### src/rtl/cmp_pkg.sv
// Shared definitions for the frame min/max tracker and its comparator.
// State encodings and default widths.
package cmp_pkg;

  localparam int WIDTH_DEF = 16;
  localparam int CNT_W_DEF = 16;

  localparam logic [1:0] ST_IDLE  = 2'd0;
  localparam logic [1:0] ST_ACCUM = 2'd1;
  localparam logic [1:0] ST_HOLD  = 2'd2;

  typedef enum logic [1:0] {
    IDLE  = ST_IDLE,
    ACCUM = ST_ACCUM,
    HOLD  = ST_HOLD
  } state_t;

endpackage

### src/rtl/mag_cmp.sv
// Unsigned magnitude comparator: greater = (a > b), equal = (a == b).
// Ports: a, b operands; greater, equal results. Purely combinational.
module mag_cmp
  import cmp_pkg::*;
#(
  parameter int WIDTH = WIDTH_DEF
) (
  input  logic [WIDTH-1:0] a,
  input  logic [WIDTH-1:0] b,
  output logic             greater,
  output logic             equal
);

  assign greater = (a > b);
  assign equal   = (a == b);

endmodule

### src/rtl/frame_minmax_tracker.sv
// Per-frame running max/min/first-max-index/count over a valid/ready stream.
// Ports: clk, rst; in_* sample stream; out_* held frame result.
module frame_minmax_tracker
  import cmp_pkg::*;
#(
  parameter int WIDTH = WIDTH_DEF,
  parameter int CNT_W = CNT_W_DEF
) (
  input  logic             clk,
  input  logic             rst,
  input  logic             in_valid,
  output logic             in_ready,
  input  logic [WIDTH-1:0] in_data,
  input  logic             in_last,
  output logic             out_valid,
  input  logic             out_ready,
  output logic [WIDTH-1:0] out_max,
  output logic [WIDTH-1:0] out_min,
  output logic [CNT_W-1:0] out_max_idx,
  output logic [CNT_W-1:0] out_count,
  output logic             out_ovf
);

  state_t state, state_nx;

  logic gt_max, eq_max;
  logic gt_min, eq_min;
  logic acc_in;
  logic cnt_full;

  mag_cmp #(.WIDTH(WIDTH)) u_cmp_max (
    .a       (in_data),
    .b       (out_max),
    .greater (gt_max),
    .equal   (eq_max)
  );

  mag_cmp #(.WIDTH(WIDTH)) u_cmp_min (
    .a       (in_data),
    .b       (out_min),
    .greater (gt_min),
    .equal   (eq_min)
  );

  assign acc_in   = in_valid && in_ready;
  assign cnt_full = &out_count;

  always_ff @(posedge clk) begin
    if (rst) state <= IDLE;
    else     state <= state_nx;
  end

  always_comb begin
    state_nx  = state;
    in_ready  = 1'b0;
    out_valid = 1'b0;
    unique case (state)
      IDLE: begin
        in_ready = 1'b1;
        if (in_valid) state_nx = in_last ? HOLD : ACCUM;
      end
      ACCUM: begin
        in_ready = 1'b1;
        if (in_valid && in_last) state_nx = HOLD;
      end
      HOLD: begin
        out_valid = 1'b1;
        if (out_ready) state_nx = IDLE;
      end
      default: state_nx = IDLE;
    endcase
  end

  // Ties on max are ignored so the earliest index survives.
  // count saturates at all-ones, which also clamps max_idx.
  always_ff @(posedge clk) begin
    if (rst) begin
      out_max     <= '0;
      out_min     <= '0;
      out_max_idx <= '0;
      out_count   <= '0;
      out_ovf     <= 1'b0;
    end else if (acc_in && state == IDLE) begin
      out_max     <= in_data;
      out_min     <= in_data;
      out_max_idx <= '0;
      out_count   <= CNT_W'(1);
      out_ovf     <= 1'b0;
    end else if (acc_in) begin
      if (gt_max) begin
        out_max     <= in_data;
        out_max_idx <= out_count;
      end
      if (!gt_min && !eq_min) out_min <= in_data;
      if (cnt_full) out_ovf   <= 1'b1;
      else          out_count <= out_count + CNT_W'(1);
    end
  end

  logic unused_eq;
  assign unused_eq = eq_max;

endmodule

### config.mk
export PLATFORM = sky130hd
export DESIGN_NAME = frame_minmax_tracker
export DESIGN_NICKNAME = d
export VERILOG_FILES = /design/src/rtl/cmp_pkg.sv /design/src/rtl/mag_cmp.sv /design/src/rtl/frame_minmax_tracker.sv
export SDC_FILE = /design/constraint.sdc
export NUM_CORES = 1
export LEC_CHECK = 0
export CORE_MARGIN = 5
export CORE_UTILIZATION = 44
export CTS_CLUSTER_SIZE = 25
export DETAILED_ROUTE_END_ITERATION = 7
export PLACE_DENSITY = 0.87
export SLEW_MARGIN = 20
export SYNTH_ARGS = -nofsm -noshare
export SYNTH_HDL_FRONTEND = slang
export SYNTH_HIERARCHICAL = 1
export SYNTH_SLANG_ARGS = --single-unit
### constraint.sdc
create_clock -name clk -period 2.67 [get_ports clk]
set_input_delay 0.534 -clock clk [delete_from_list [all_inputs] [get_ports clk]]
set_output_delay 0.534 -clock clk [all_outputs]
set_load 0.005 [all_outputs]
==> impl_metrics.csv <==
group,metric,value,unit
sta,period_needed,2.564,ns
routing,dr.pass1.iters,4,
power_and_ir_drop,power.switching,657.0,µW
clock_tree,cts_hold_buf,0,
routing,wl_per_cell,16.20,µm
finish,syn_to_final_growth,43.99,%
power_and_ir_drop,seq_power_share,45.3,%
clock_tree,root_buffer,"clkbuf_8",
sta,final_hold_viol_count,0,
synth,synth.avg_cell_area,8.179,µm²
routing,avgViaCountPerCell,5.552,
placed_design,io_buffers,87,
run,drv_cap,0,
power_and_ir_drop,ir_drop,349.6,µV
worst_setup_path,worstSetupEndpointType,"register",
routing,routed_wirelength,10380,µm
power_and_ir_drop,p_sw_share,27.74,%
floorplan,rows,32,
synth,synth.cell_area,3427,µm²
synth,seq_area_frac_synth,39.14,%
floorplan,die_w,98.26,µm
sta,fmax,390.0,MHz
finish,fin_nets,588,
global_routing,grt_pass1_vias,3487,
finish,drive_gt1_share,12.24,%
floorplan,die_y,98.26,µm
clock_tree,clkLatencyLatePin,0.35,ns
clock_tree,clk_pin_slew,0.07,ns
clock_tree,cts_buffers,9,
power_and_ir_drop,cellPowerDensity,479.9,nW/µm²
sta,rsz0062_at_grt,"true",
worst_setup_path,cp.required,2.95,ns
routing,vias,3559,
power_and_ir_drop,p_leak,1.947,nW
synth,ys_ff_latch,67,
placed_design,gp_congestion,0.9105,
sta,setup-tns-final,0,ns
run_status,outcome,"finished, final reports clean",
finish,fillers,594,
sta,slew_viol_final,0,
worst_setup_path,cp-start-kind,"primary input",
clock_tree,cts_tree,"built",
floorplan,io_pins,88,
routing,drt_iter0_drc,219,
finish,diodes,0,
sta,slew_headroom,53.40,%
global_routing,grtUsageTotal,21.06,%
power_and_ir_drop,p_int,1.711,mW
worst_hold_path,min_path_type,"reg -> reg",
clock_tree,cts.sinks,67,
power_and_ir_drop,power_frac_clock,34.1,%
routing,ant_nets,0,
worst_setup_path,critical_path_class,"in -> reg",
sta,fin_worst_skew,0.01094,ns
placed_design,dpl.hpwl,7681,µm
finish,fin_cells,641,
synth,yosys_warnings,6,
floorplan,start_util,44.81,%
synth,ys_types,45,
power_and_ir_drop,p_comb_share,20.6,%
global_routing,grt-ovfl-total,0,
clock_tree,clockBufferDepth,2,
floorplan,dieArea,9654,µm²
routing,remaining_drc_errors,0,
sta,finalSetupViolCount,0,
synth,synthCells,419,
sta,tightestPinTransition,0.6966,ns
clock_tree,cts_max_level,3,
floorplan,core,7647,µm²
worst_setup_path,worstPathArrival,2.84,ns
global_routing,grt_max_degree,34,
global_routing,grt_pass1_wl,16580,µm
synth,synth_fp_nets,473,
worst_setup_path,path_max_fanout,11,
sta,period_share,96.04,%
global_routing,antenna_found_initial,0,
placed_design,dp_cells,625,
==> synth_stat cells (all sizes together) <==
library cell	count	area share [%]
a2111o	2	0.66
clkbuf	12	1.3
a21o	5	1.2
mux2i	16	4.7
a41oi	1	0.26
nor3	1	0.15
nand3	11	1.8
o21bai	1	0.22
o311ai	1	0.26
a32oi	1	0.26
nand2	77	8.4
or4b	1	0.29
a221oi	2	0.51
o31ai	1	0.22
or3	10	1.9
and4	2	0.55
o311a	1	0.33
nor4	2	0.37
or2	1	0.18
nand4	13	2.7
xnor2	1	0.26
nand2b	1	0.40
o211ai	2	0.44
o41ai	3	0.99
o21a	1	0.22
and3	1	0.18
inv	38	4.2
buf	3	0.44
dfxtp	67	39
o21ai	15	2.2
a2111oi	1	0.26
nor2b	3	0.55
o2111ai	1	0.26
ha	33	12
or4	3	0.66
nor2	26	2.8
a21oi	55	8.0
a31oi	4	0.73
==> worst max-delay path, cell delays in order <==
cell	delay, ns
clkdlybuf4s50_1	0.47
ha_1	0.35
nand4_1	0.19
a2111o_1	0.41
a31oi_2	0.21
inv_1	0.10
nor2_1	0.16
buf_4	0.20
nand2_1	0.07
a21oi_1	0.14
==> flip-flops by register name, indices dropped and copies added, names as in the netlist <==
| register | count |
|---|---|
| state | 2 |
| out_max_idx | 16 |
| out_min | 16 |
| out_max | 16 |
| out_ovf | 1 |
| out_count | 16 |
==> cell usage in the layout, fill, tap and decap left out, types with 4 or more instances in the layout <==
| cell | count |
|---|---|
| clkdlybuf4s50_1 | 78 |
| nand2_1 | 77 |
| dfxtp_1 | 67 |
| a21oi_1 | 54 |
| inv_1 | 38 |
| ha_1 | 29 |
| buf_4 | 29 |
| nor2_1 | 26 |
| mux2i_1 | 16 |
| nand4_1 | 11 |
| nand3_1 | 10 |
| clkbuf_8 | 9 |
| dlymetal6s2s_1 | 9 |
| or3_1 | 8 |
| o21ai_0 | 8 |
| o21ai_1 | 7 |
| ha_4 | 4 |
==> layout make-up <==
class | count | area (µm²) | share of cell area [%]
Multi-Input combinational cell | 299 | 1976 | 40.04
Sequential cell | 67 | 1341 | 27.18
Timing Repair Buffer | 119 | 1162 | 23.55
Inverter | 38 | 142.6 | 2.890
Clock buffer | 11 | 131.4 | 2.662
Tap cell | 102 | 127.6 | 2.586
Clock inverter | 5 | 53.80 | 1.090
==> cells by family (layout without fill, tap and decap cells) <==
kind of cell             count (synthesis)  after routing  synth area share, %
flip-flops                              67             67                39.14
XOR/XNOR                                 1              1               0.2556
buffers and inverters                   53            173                5.914
multiplexers                            16             16                4.673
AO/OA/AOI/OAI                           97             97                16.98
AND/OR/NAND/NOR                        152            152                20.99
adder cells (fa/ha/maj)                 33             33                12.05
==> metrics by stage <==
step           total power [mW]  setup slack [ns]  hold WS, ns  cell area (µm²)  util (%)
6_report                  2.368            0.1058       0.4545             4935     64.53
5_1_grt                   2.467          -0.02921       0.4859             4935     64.53
4_1_cts                   2.358           0.05023       0.4605             4822     63.06
3_5_place_dp              1.554           -0.3667       0.4499             4631     60.55
3_3_place_gp              1.528           -0.2884       0.4464             4631     60.55
2_1_floorplan             1.312            0.1432       0.4452             3427         -
==> layer usage <==
| layer | track usage (%) | share of wire, % | vias up |
|---|---|---|---|
| li1 | - | - | 1698 |
| met1 | 24.13 | 40 | 1657 |
| met2 | 36.81 | 50 | 165 |
| met3 | 5.929 | 6.6 | 39 |
| met4 | 8.718 | 3.5 | 0 |
| met5 | 0 | 0 | - |
==> power by group through the flow <==
stage	combinational, mW	clock (mW)	sequential (mW)
detailed placement	0.460	0	1.09
floorplan	0.222	0	1.09
global route	0.533	0.858	1.08
CTS	0.466	0.821	1.07
global placement	0.435	0	1.09
finish	0.488	0.808	1.07
==> final timing paths <==
| check | cells after the start | end | slack, ns | from |
|---|---|---|---|---|
| hold / removal | 2 | out_max_idx[13] | 0.45 | out_max_idx[13] |
| setup reg to reg | 10 | out_max_idx[6] | 0.37 | out_max[11] |
| hold reg to reg | 2 | out_max_idx[13] | 0.45 | out_max_idx[13] |
| setup / recovery | 10 | out_max_idx[6] | 0.11 | in_data[9] |
==> timing repair <==
action / 4_1_cts / 5_1_grt
gates cloned: 0 / 0
setup endpoints to repair: 3 / 44
hold endpoints to repair: 0 / 0
buffers inserted: 0 / 0
resized for setup: 1 / 19
pin swaps: 0 / 6
No activity file was read; power rests on OpenSTA's default activity.
